<file path="config.mk">
export PLATFORM = sky130hd
export DESIGN_NAME = instruction_ram_loader_flat
export DESIGN_NICKNAME = d
export VERILOG_FILES = /design/src/rtl/instruction_ram_loader_if.sv /design/src/rtl/instruction_ram_loader.sv /design/src/flat_wrapper.sv
export SDC_FILE = /design/constraint.sdc
export NUM_CORES = 1
export LEC_CHECK = 0
export CORE_MARGIN = 3
export CORE_UTILIZATION = 54
export CTS_CLUSTER_SIZE = 12
export DETAILED_ROUTE_END_ITERATION = 12
export PLACE_DENSITY_LB_ADDON = 0.3
export SETUP_SLACK_MARGIN = 0.15
export SYNTH_ARGS = -nofsm -noshare
export SYNTH_HDL_FRONTEND = slang
export SYNTH_SLANG_ARGS = --single-unit
</file>
<file path="constraint.sdc">
create_clock -name clock -period 2.75 [get_ports clock]
set_clock_uncertainty 0.15 [all_clocks]
set_input_delay 0.4125 -clock clock [delete_from_list [all_inputs] [get_ports clock]]
set_output_delay 0.4125 -clock clock [all_outputs]
set_load 0.005 [all_outputs]
</file>
<file path="src/rtl/instruction_ram_loader_if.sv">
`default_nettype none
`timescale 1ns/1ps
// ============================================================================
// Module      : instruction_ram_loader_if
// Description : Byte-stream handshake and instruction-RAM write bus used by
//               the boot loader.
//   byte_in                8            stream byte
//   byte_valid             1            byte_in is valid
//   byte_ready             1            loader accepts a byte this cycle
//   i_ram_writing_address  ADDRESS_WIDTH RAM write address
//   i_ram_input            32           RAM write data
//   flag_write_i_ram       1            RAM write enable
// Modports    : master = byte source / RAM observer, slave = loader
// Revision    : 1.0 - initial release
// ============================================================================
interface instruction_ram_loader_if #(
  parameter int ADDRESS_WIDTH = 10
);
  logic [7:0]               byte_in;
  logic                     byte_valid;
  logic                     byte_ready;
  logic [ADDRESS_WIDTH-1:0] i_ram_writing_address;
  logic [31:0]              i_ram_input;
  logic                     flag_write_i_ram;

  modport master (
    output byte_in, byte_valid,
    input  byte_ready, i_ram_writing_address, i_ram_input, flag_write_i_ram
  );

  modport slave (
    input  byte_in, byte_valid,
    output byte_ready, i_ram_writing_address, i_ram_input, flag_write_i_ram
  );
endinterface
`default_nettype wire

</file>
<file path="src/rtl/instruction_ram_loader.sv">
`default_nettype none
`timescale 1ns/1ps
// ============================================================================
// Module      : instruction_ram_loader
// Description : Boot-time program loader. Parses a two-byte word-count
//               header, assembles big-endian 32-bit words from the byte
//               stream and writes them to the instruction RAM, holding the
//               CPU in halt while the load is in progress.
// Ports       :
//   clock          in   system clock, posedge
//   reset          in   synchronous active-low reset
//   start          in   load request, honoured only when idle
//   bus            slave byte stream + RAM write port
//   cpu_halt       out  processor stall during a load
//   load_done      out  one-cycle pulse on successful completion
//   load_error     out  sticky header-rejection flag
//   words_written  out  words written in the current / last load
// Revision    : 1.0 - initial release
// ============================================================================
module instruction_ram_loader #(
  parameter int ADDRESS_WIDTH = 10,
  parameter int MAX_WORDS     = 1024,
  parameter int BASE_ADDRESS  = 0
) (
  input  logic                     clock,
  input  logic                     reset,
  input  logic                     start,
  instruction_ram_loader_if.slave  bus,
  output logic                     cpu_halt,
  output logic                     load_done,
  output logic                     load_error,
  output logic [10:0]              words_written
);

  localparam logic [ADDRESS_WIDTH-1:0] BASE_AW = ADDRESS_WIDTH'(BASE_ADDRESS);

  typedef enum logic [2:0] {
    ST_IDLE   = 3'd0,
    ST_LEN_HI = 3'd1,
    ST_LEN_LO = 3'd2,
    ST_DATA   = 3'd3,
    ST_WRITE  = 3'd4,
    ST_DONE   = 3'd5
  } state_t;

  state_t      r_state;
  logic [10:0] r_count;
  logic [10:0] r_index;
  logic [1:0]  r_byte_cnt;
  // Only the first three bytes need storing; the fourth goes straight
  // into the write-data register.
  logic [23:0] r_assembly;

  logic                     w_xfer;
  logic [10:0]              w_hdr_count;
  logic                     w_hdr_bad;
  logic [10:0]              w_index_next;
  logic [ADDRESS_WIDTH-1:0] w_addr;

  assign w_xfer       = bus.byte_valid & bus.byte_ready;
  assign w_hdr_count  = {r_count[10:8], bus.byte_in};
  assign w_hdr_bad    = (w_hdr_count == 11'd0) || (int'(w_hdr_count) > MAX_WORDS);
  assign w_index_next = r_index + 11'd1;
  // Modular sum: addresses past the top of the RAM wrap silently.
  assign w_addr       = BASE_AW + ADDRESS_WIDTH'(r_index);

  always_ff @(posedge clock) begin
    if (!reset) begin
      r_state                   <= ST_IDLE;
      r_count                   <= '0;
      r_index                   <= '0;
      r_byte_cnt                <= '0;
      r_assembly                <= '0;
      bus.byte_ready            <= 1'b0;
      bus.i_ram_writing_address <= '0;
      bus.i_ram_input           <= '0;
      bus.flag_write_i_ram      <= 1'b0;
      cpu_halt                  <= 1'b0;
      load_done                 <= 1'b0;
      load_error                <= 1'b0;
      words_written             <= '0;
    end else begin
      load_done            <= 1'b0;
      bus.flag_write_i_ram <= 1'b0;
      case (r_state)
        ST_IDLE: begin
          if (start) begin
            r_state        <= ST_LEN_HI;
            cpu_halt       <= 1'b1;
            load_error     <= 1'b0;
            words_written  <= '0;
            r_index        <= '0;
            r_count        <= '0;
            bus.byte_ready <= 1'b1;
          end
        end
        ST_LEN_HI: begin
          if (w_xfer) begin
            r_count[10:8] <= bus.byte_in[2:0];
            r_state       <= ST_LEN_LO;
          end
        end
        ST_LEN_LO: begin
          if (w_xfer) begin
            r_count[7:0] <= bus.byte_in;
            if (w_hdr_bad) begin
              load_error     <= 1'b1;
              cpu_halt       <= 1'b0;
              bus.byte_ready <= 1'b0;
              r_state        <= ST_IDLE;
            end else begin
              r_byte_cnt <= '0;
              r_state    <= ST_DATA;
            end
          end
        end
        ST_DATA: begin
          if (w_xfer) begin
            r_assembly <= {r_assembly[15:0], bus.byte_in};
            r_byte_cnt <= r_byte_cnt + 2'd1;
            if (r_byte_cnt == 2'd3) begin
              // Address and data are registered together with the flag so
              // all three are stable for the entire write cycle.
              bus.i_ram_input           <= {r_assembly, bus.byte_in};
              bus.i_ram_writing_address <= w_addr;
              bus.flag_write_i_ram      <= 1'b1;
              bus.byte_ready            <= 1'b0;
              r_state                   <= ST_WRITE;
            end
          end
        end
        ST_WRITE: begin
          r_index       <= w_index_next;
          words_written <= words_written + 11'd1;
          if (w_index_next == r_count) begin
            load_done <= 1'b1;
            cpu_halt  <= 1'b0;
            r_state   <= ST_DONE;
          end else begin
            bus.byte_ready <= 1'b1;
            r_state        <= ST_DATA;
          end
        end
        ST_DONE: begin
          r_state <= ST_IDLE;
        end
        default: begin
          r_state        <= ST_IDLE;
          bus.byte_ready <= 1'b0;
          cpu_halt       <= 1'b0;
        end
      endcase
    end
  end

endmodule
`default_nettype wire

</file>
<file path="src/flat_wrapper.sv">
// flat-port wrapper written by rule: the top's interface ports become plain ports
module instruction_ram_loader_flat 
#(
  parameter int ADDRESS_WIDTH = 10,
  parameter int MAX_WORDS     = 1024,
  parameter int BASE_ADDRESS  = 0
)
  (clock, reset, start, cpu_halt, load_done, load_error, words_written, bus_byte_in, bus_byte_valid, bus_byte_ready, bus_i_ram_writing_address, bus_i_ram_input, bus_flag_write_i_ram);
  instruction_ram_loader_if #(.ADDRESS_WIDTH(ADDRESS_WIDTH)) bus_i ();
  input  logic clock;
  input  logic reset;
  input  logic start;
  output logic cpu_halt;
  output logic load_done;
  output logic load_error;
  output logic [10:0] words_written;
  input wire logic [$bits(bus_i.byte_in)-1:0] bus_byte_in;
  input wire logic [$bits(bus_i.byte_valid)-1:0] bus_byte_valid;
  output wire logic [$bits(bus_i.byte_ready)-1:0] bus_byte_ready;
  output wire logic [$bits(bus_i.i_ram_writing_address)-1:0] bus_i_ram_writing_address;
  output wire logic [$bits(bus_i.i_ram_input)-1:0] bus_i_ram_input;
  output wire logic [$bits(bus_i.flag_write_i_ram)-1:0] bus_flag_write_i_ram;
  assign bus_i.byte_in = bus_byte_in;
  assign bus_i.byte_valid = bus_byte_valid;
  assign bus_byte_ready = bus_i.byte_ready;
  assign bus_i_ram_writing_address = bus_i.i_ram_writing_address;
  assign bus_i_ram_input = bus_i.i_ram_input;
  assign bus_flag_write_i_ram = bus_i.flag_write_i_ram;
  instruction_ram_loader #(.ADDRESS_WIDTH(ADDRESS_WIDTH), .MAX_WORDS(MAX_WORDS), .BASE_ADDRESS(BASE_ADDRESS)) u_core (.clock(clock), .reset(reset), .start(start), .bus(bus_i), .cpu_halt(cpu_halt), .load_done(load_done), .load_error(load_error), .words_written(words_written));
endmodule
</file>
==> Word-level counts from Yosys, hierarchy flattened <==
Cells that the tools add are included.
{ "word_totals": {"regBits": 109, "in_bits": 12, "out_inout_bits": 58, "wordCells": 92} }
{ "op_classes": {"n_addsub": 3, "n_lt_le_gt_ge": 1, "n_eq_ne": 16, "muxes": 34, "bitwise": 3, "reduce_logical": 21} }
{ "ops": {"columns": ["cell", "count"], "rows": [
  ["11-bit one-hot mux with 2 select lines", 2],
  ["11-bit by 1-bit adder with 11-bit output, second input constant", 2],
  ["3-bit 2-to-1 mux", 7],
  ["8-bit one-hot mux with 2 select lines", 1],
  ["3-bit one-hot mux with 5 select lines", 1],
  ["1-bit 2-to-1 mux", 12],
  ["2-bit by 1-bit != test with 1-bit output, second input constant", 6],
  ["3-bit AND reduction", 4],
  ["11-bit equality test", 1],
  ["11-bit > comparator, second input constant", 1],
  ["11-bit logical NOT", 1],
  ["11-bit 2-to-1 mux", 1],
  ["5-bit AND reduction", 2],
  ["2-bit 2-to-1 mux", 4],
  ["8-bit 2-to-1 mux", 1],
  ["4-bit AND reduction", 2],
  ["2-bit nonzero test", 4],
  ["7-bit AND reduction", 1],
  ["3-bit by 2-bit equality test with 1-bit output, second input constant", 2],
  ["3-bit equality test, second input constant", 2],
  ["2-bit != test, second input constant", 3],
  ["3-bit one-hot mux with 2 select lines", 1],
  ["2-bit AND reduction", 3],
  ["1-bit one-hot mux with 5 select lines", 1],
  ["12 further kinds", 13]
]} }

==> Longest topological paths before layout <==
{ "depth": {"ltp_word": 5, "depth_mapped": 8, "depth_no_buf": 7} }

==> Worst setup path after synthesis <==
Ideal clock, no wire load.
{ "synth_timing": {"path_type": "register -> register", "startpoint": "register u_core.r_index[0]", "endpoint": "register u_core.r_state[2]", "setup_time_ps": 67, "arrival_time_ps": 1981, "t_required_ps": 2533, "setup_slack_ps": 552, "stages_incl_launch_ff": 9, "n_path_buf": 1, "period_less_slack_ps": 2198, "cell_sequence": "dfxtp_1 ha_1 buf_2 and3_1 nand3_1 xnor2_1 a211o_1 or3_4 a21oi_2"} }
{ "synth_between": {"elab_chain_cells": 4} }
{ "synth_rtl": {"columns": ["item", "line", "source"], "rows": [
  ["start, declared", "instruction_ram_loader.sv:48", "logic [10:0] r_index;"],
  ["start signal, assigned", "instruction_ram_loader.sv:133", "r_index <= w_index_next;"],
  ["11-bit by 1-bit adder with 11-bit output", "instruction_ram_loader.sv:63", "assign w_index_next = r_index + 11'd1;"],
  ["11-bit equality test", "instruction_ram_loader.sv:135", "if (w_index_next == r_count) begin"],
  ["3-bit 2-to-1 mux", "instruction_ram_loader.sv:135", null],
  ["3-bit one-hot mux with 5 select lines", "instruction_ram_loader.sv:85", "case (r_state)"],
  ["end signal, assigned", "instruction_ram_loader.sv:69", "r_state <= ST_IDLE;"],
  ["end signal, assigned", "instruction_ram_loader.sv:88", "r_state <= ST_LEN_HI;"],
  ["end signal, assigned", "instruction_ram_loader.sv:138", "r_state <= ST_DONE;"],
  ["end, declared", "instruction_ram_loader.sv:46", "state_t r_state;"]
]} }
Every way passes these cells.
A chain may end at the register's enable or synchronous reset.

==> Worst setup path after layout <==
{ "layout_timing": {"startpoint": "register u_core.r_index[0]", "endpoint": "register u_core.r_state[1]"} }
The elaborated chain is that of the path after synthesis.

==> run metrics <==
outcome completed; Max Cap Viol 0; worst hold slack ~300 ps; Hold Path Depth 2; Avg Cell Area, Syn 7.78 µm²; Syn-to-layout area delta 21.8%; DRT Pass-1 Iters 5; GR Overflow Total 0; Yosys top cell area share 47.3%; most frequent cells in the layout nand2_1, dfxtp_1, a21oi_1; Synth cell types 56; # placed instances 746; Syn Nets 608; Hold Vio Cnt, Final 0; Post-synth EDFFs 0; clock tree from TritonCTS done; Worst VDD drop 358 µV; fin crit share 84.0%; detailed-route DRC error count 0; ys flop type dfxtp_1; Setup crit start kind flop; initial antenna violation count 0; Design Area, Final 5620 µm²; post_cts resized 0; Post-Route WL between 10,000 and 15,000 µm; post-route ant nets 0; sum of negative setup slack 0 ps; Post-Syn Instances approximately 590; Die X 98.4 µm; leakage power 1.83 nW; clock buffer count from CTS 9; Seq/Total Area, Yosys a little under half; worst-margin pin slew ~760 ps; Relative slew margins 49.3%; Yosys reg bits 109; number of global-route vias before repair 3,879; CP Max Fanout 8; mapped cell area roughly 4600 µm²; worst reg2reg endpoint u_core.r_state[1]; post-layout net count 667; post-DP HPWL 7830 µm; layout cell share with drive strength beyond 1 7.15%; Clk Latency, worst-skew pair 380 ps; f_max between 400 and 500 MHz; P per Cell Area 512 nW/µm²; Tightest Hold Check Type flop to flop; Final GP Congestion 0.912; reg2reg start u_core.r_index[0]; first-pass GRT wire length 18,700 µm; cells on worst reg2reg path 7; pin count of the biggest net entering global routing 46; Worst-path clk slew 120 ps; Root Driver clkbuf_8; Initial Utilization 55.9%; CTS Buffer Depth 2; critical setup path kind flop to flop; Yosys Warn Count 0; # diodes 0; drt initial violations 228; post-CTS setup buffer count 0; Hold Buf Count CTS 0; leading area contributor after synthesis dfxtp_1; Min-Delay Startpoint u_core.r_assembly[17]; DR vias/cell ~5.7; standard-cell row count 33; Top Ports 70; full die area 9690 µm²; Die H 98.4 µm; # port buffers between 60 and 70; Worst EP required 2860 ps; Post-Layout Cell Count 762; core footprint 8260 µm²; worst hold endpoint u_core.bus.i_ram_input[25]; unrepaired setup endpoints after global routing false; clock tree sinks 109; dpl cell area roughly 5400 µm²; worst reg2reg setup slack 440 ps; H-tree Lvls 3; commonest non-fill, non-tap cell in the layout nand2_1; Area contributors post-synth dfxtp_1, nand2_1, a21oi_1; WP data arrival 2420 ps; GRT Overall Usage 23.1%; min Tclk post-route around 2300 ps; vias 4,334; Final setup viols 0; async set-reset flop share out of synthesis 0%; Slew Viols, Final 0; Wirelength per Cell 14.6 µm; CP Capture Type flop
[state kept, by name, indices dropped and copies added, names as in the netlist]
name,count
u_core.r_index,11
u_core.bus.flag_write_i_ram,1
u_core.bus.i_ram_writing_address,10
u_core.r_count,11
u_core.load_done,1
u_core.cpu_halt,1
u_core.bus.i_ram_input,32
u_core.bus.byte_ready,1
u_core.r_assembly,24
u_core.r_state,3
u_core.load_error,1
u_core.words_written,11
u_core.r_byte_cnt,2
[per-layer routing]
layer,up-vias,part of all wire (%),track usage [%]
met3,22,5.0,3.75
met5,-,0,0
li1,2150,-,-
met2,127,46,35.5
met1,2035,47,33.1
met4,0,2.2,8.40
[cell type report]
type / count / area, µm²
clock buffer: 9 / 124
clock inverter: 7 / 77.6
fill: 715 / 2640
inverter: 7 / 26.3
multi-input combinational: 439 / 2250
sequential: 109 / 2180
tap: 105 / 131
timing repair buffer: 86 / 831
[report_power, final]
group / switching (mW) / total [mW] / internal (mW)
clock network: 0.609 / 0.972 / 0.363
registers: 0.0412 / 1.64 / 1.60
logic: 0.166 / 0.270 / 0.103
[worst max-delay path by stage]
stage	start	end	slack, ps	cells after the start
after CTS	u_core.r_index[0]	u_core.r_state[2]	320	7
after floorplan	u_core.r_index[0]	u_core.r_state[2]	550	8
after global routing	u_core.r_index[1]	u_core.cpu_halt	200	7
final	u_core.r_index[0]	u_core.r_state[1]	440	7
after global placement	bus_byte_in[4]	u_core.bus.byte_ready	200	7
after detailed placement	bus_byte_in[4]	u_core.cpu_halt	180	7
[cells by family after synthesis]
group | Yosys count | synth area share, %
xor+xnor | 12 | 2.28
simple gates | 273 | 26.1
buf+inv | 45 | 4.04
flops | 109 | 47.3
compound gates | 147 | 18.5
mux | 4 | 0.949
fa+ha+maj | 3 | 0.814
[cell usage after synthesis, types with 2 or more instances]
| cell type | instances |
|---|---|
| nor3b_1 | 2 |
| clkbuf_1 | 26 |
| o31ai_1 | 2 |
| buf_2 | 11 |
| o21a_1 | 3 |
| inv_1 | 6 |
| a211o_1 | 2 |
| a21oi_1 | 99 |
| o21ai_0 | 15 |
| a22oi_1 | 2 |
| a311oi_1 | 2 |
| nand3_1 | 21 |
| ha_1 | 3 |
| nor2_1 | 33 |
| nand2b_1 | 4 |
| nand2_1 | 165 |
| or4_1 | 2 |
| or3_1 | 3 |
| xor2_1 | 3 |
| o211a_1 | 3 |
| nand4_1 | 5 |
| a31oi_1 | 3 |
| and3_1 | 2 |
| o211ai_1 | 2 |
| dfxtp_1 | 109 |
| o311ai_0 | 3 |
| nor2b_1 | 2 |
| mux2_2 | 3 |
| and2_1 | 2 |
| nor4_1 | 4 |
| xnor2_1 | 9 |
| nor3_1 | 15 |
| nand3b_1 | 4 |
[per-stage QoR]
stage	setup slack (ps)	total power, mW	util (%)
finish	441	2.88	68.1
global route	199	2.99	68.1
CTS	320	2.89	68.0
detailed placement	176	1.93	65.6
global placement	198	1.93	65.6
floorplan	552	1.82	-
[worst max-delay path, stage by stage, from the launching register on]
cell	delay, ps
dfxtp_2	420
ha_2	270
and3_1	190
nand3_1	160
xnor2_1	200
a211o_1	340
o31ai_1	370
a21oi_1	120
(Power assumes the default switching activity.)
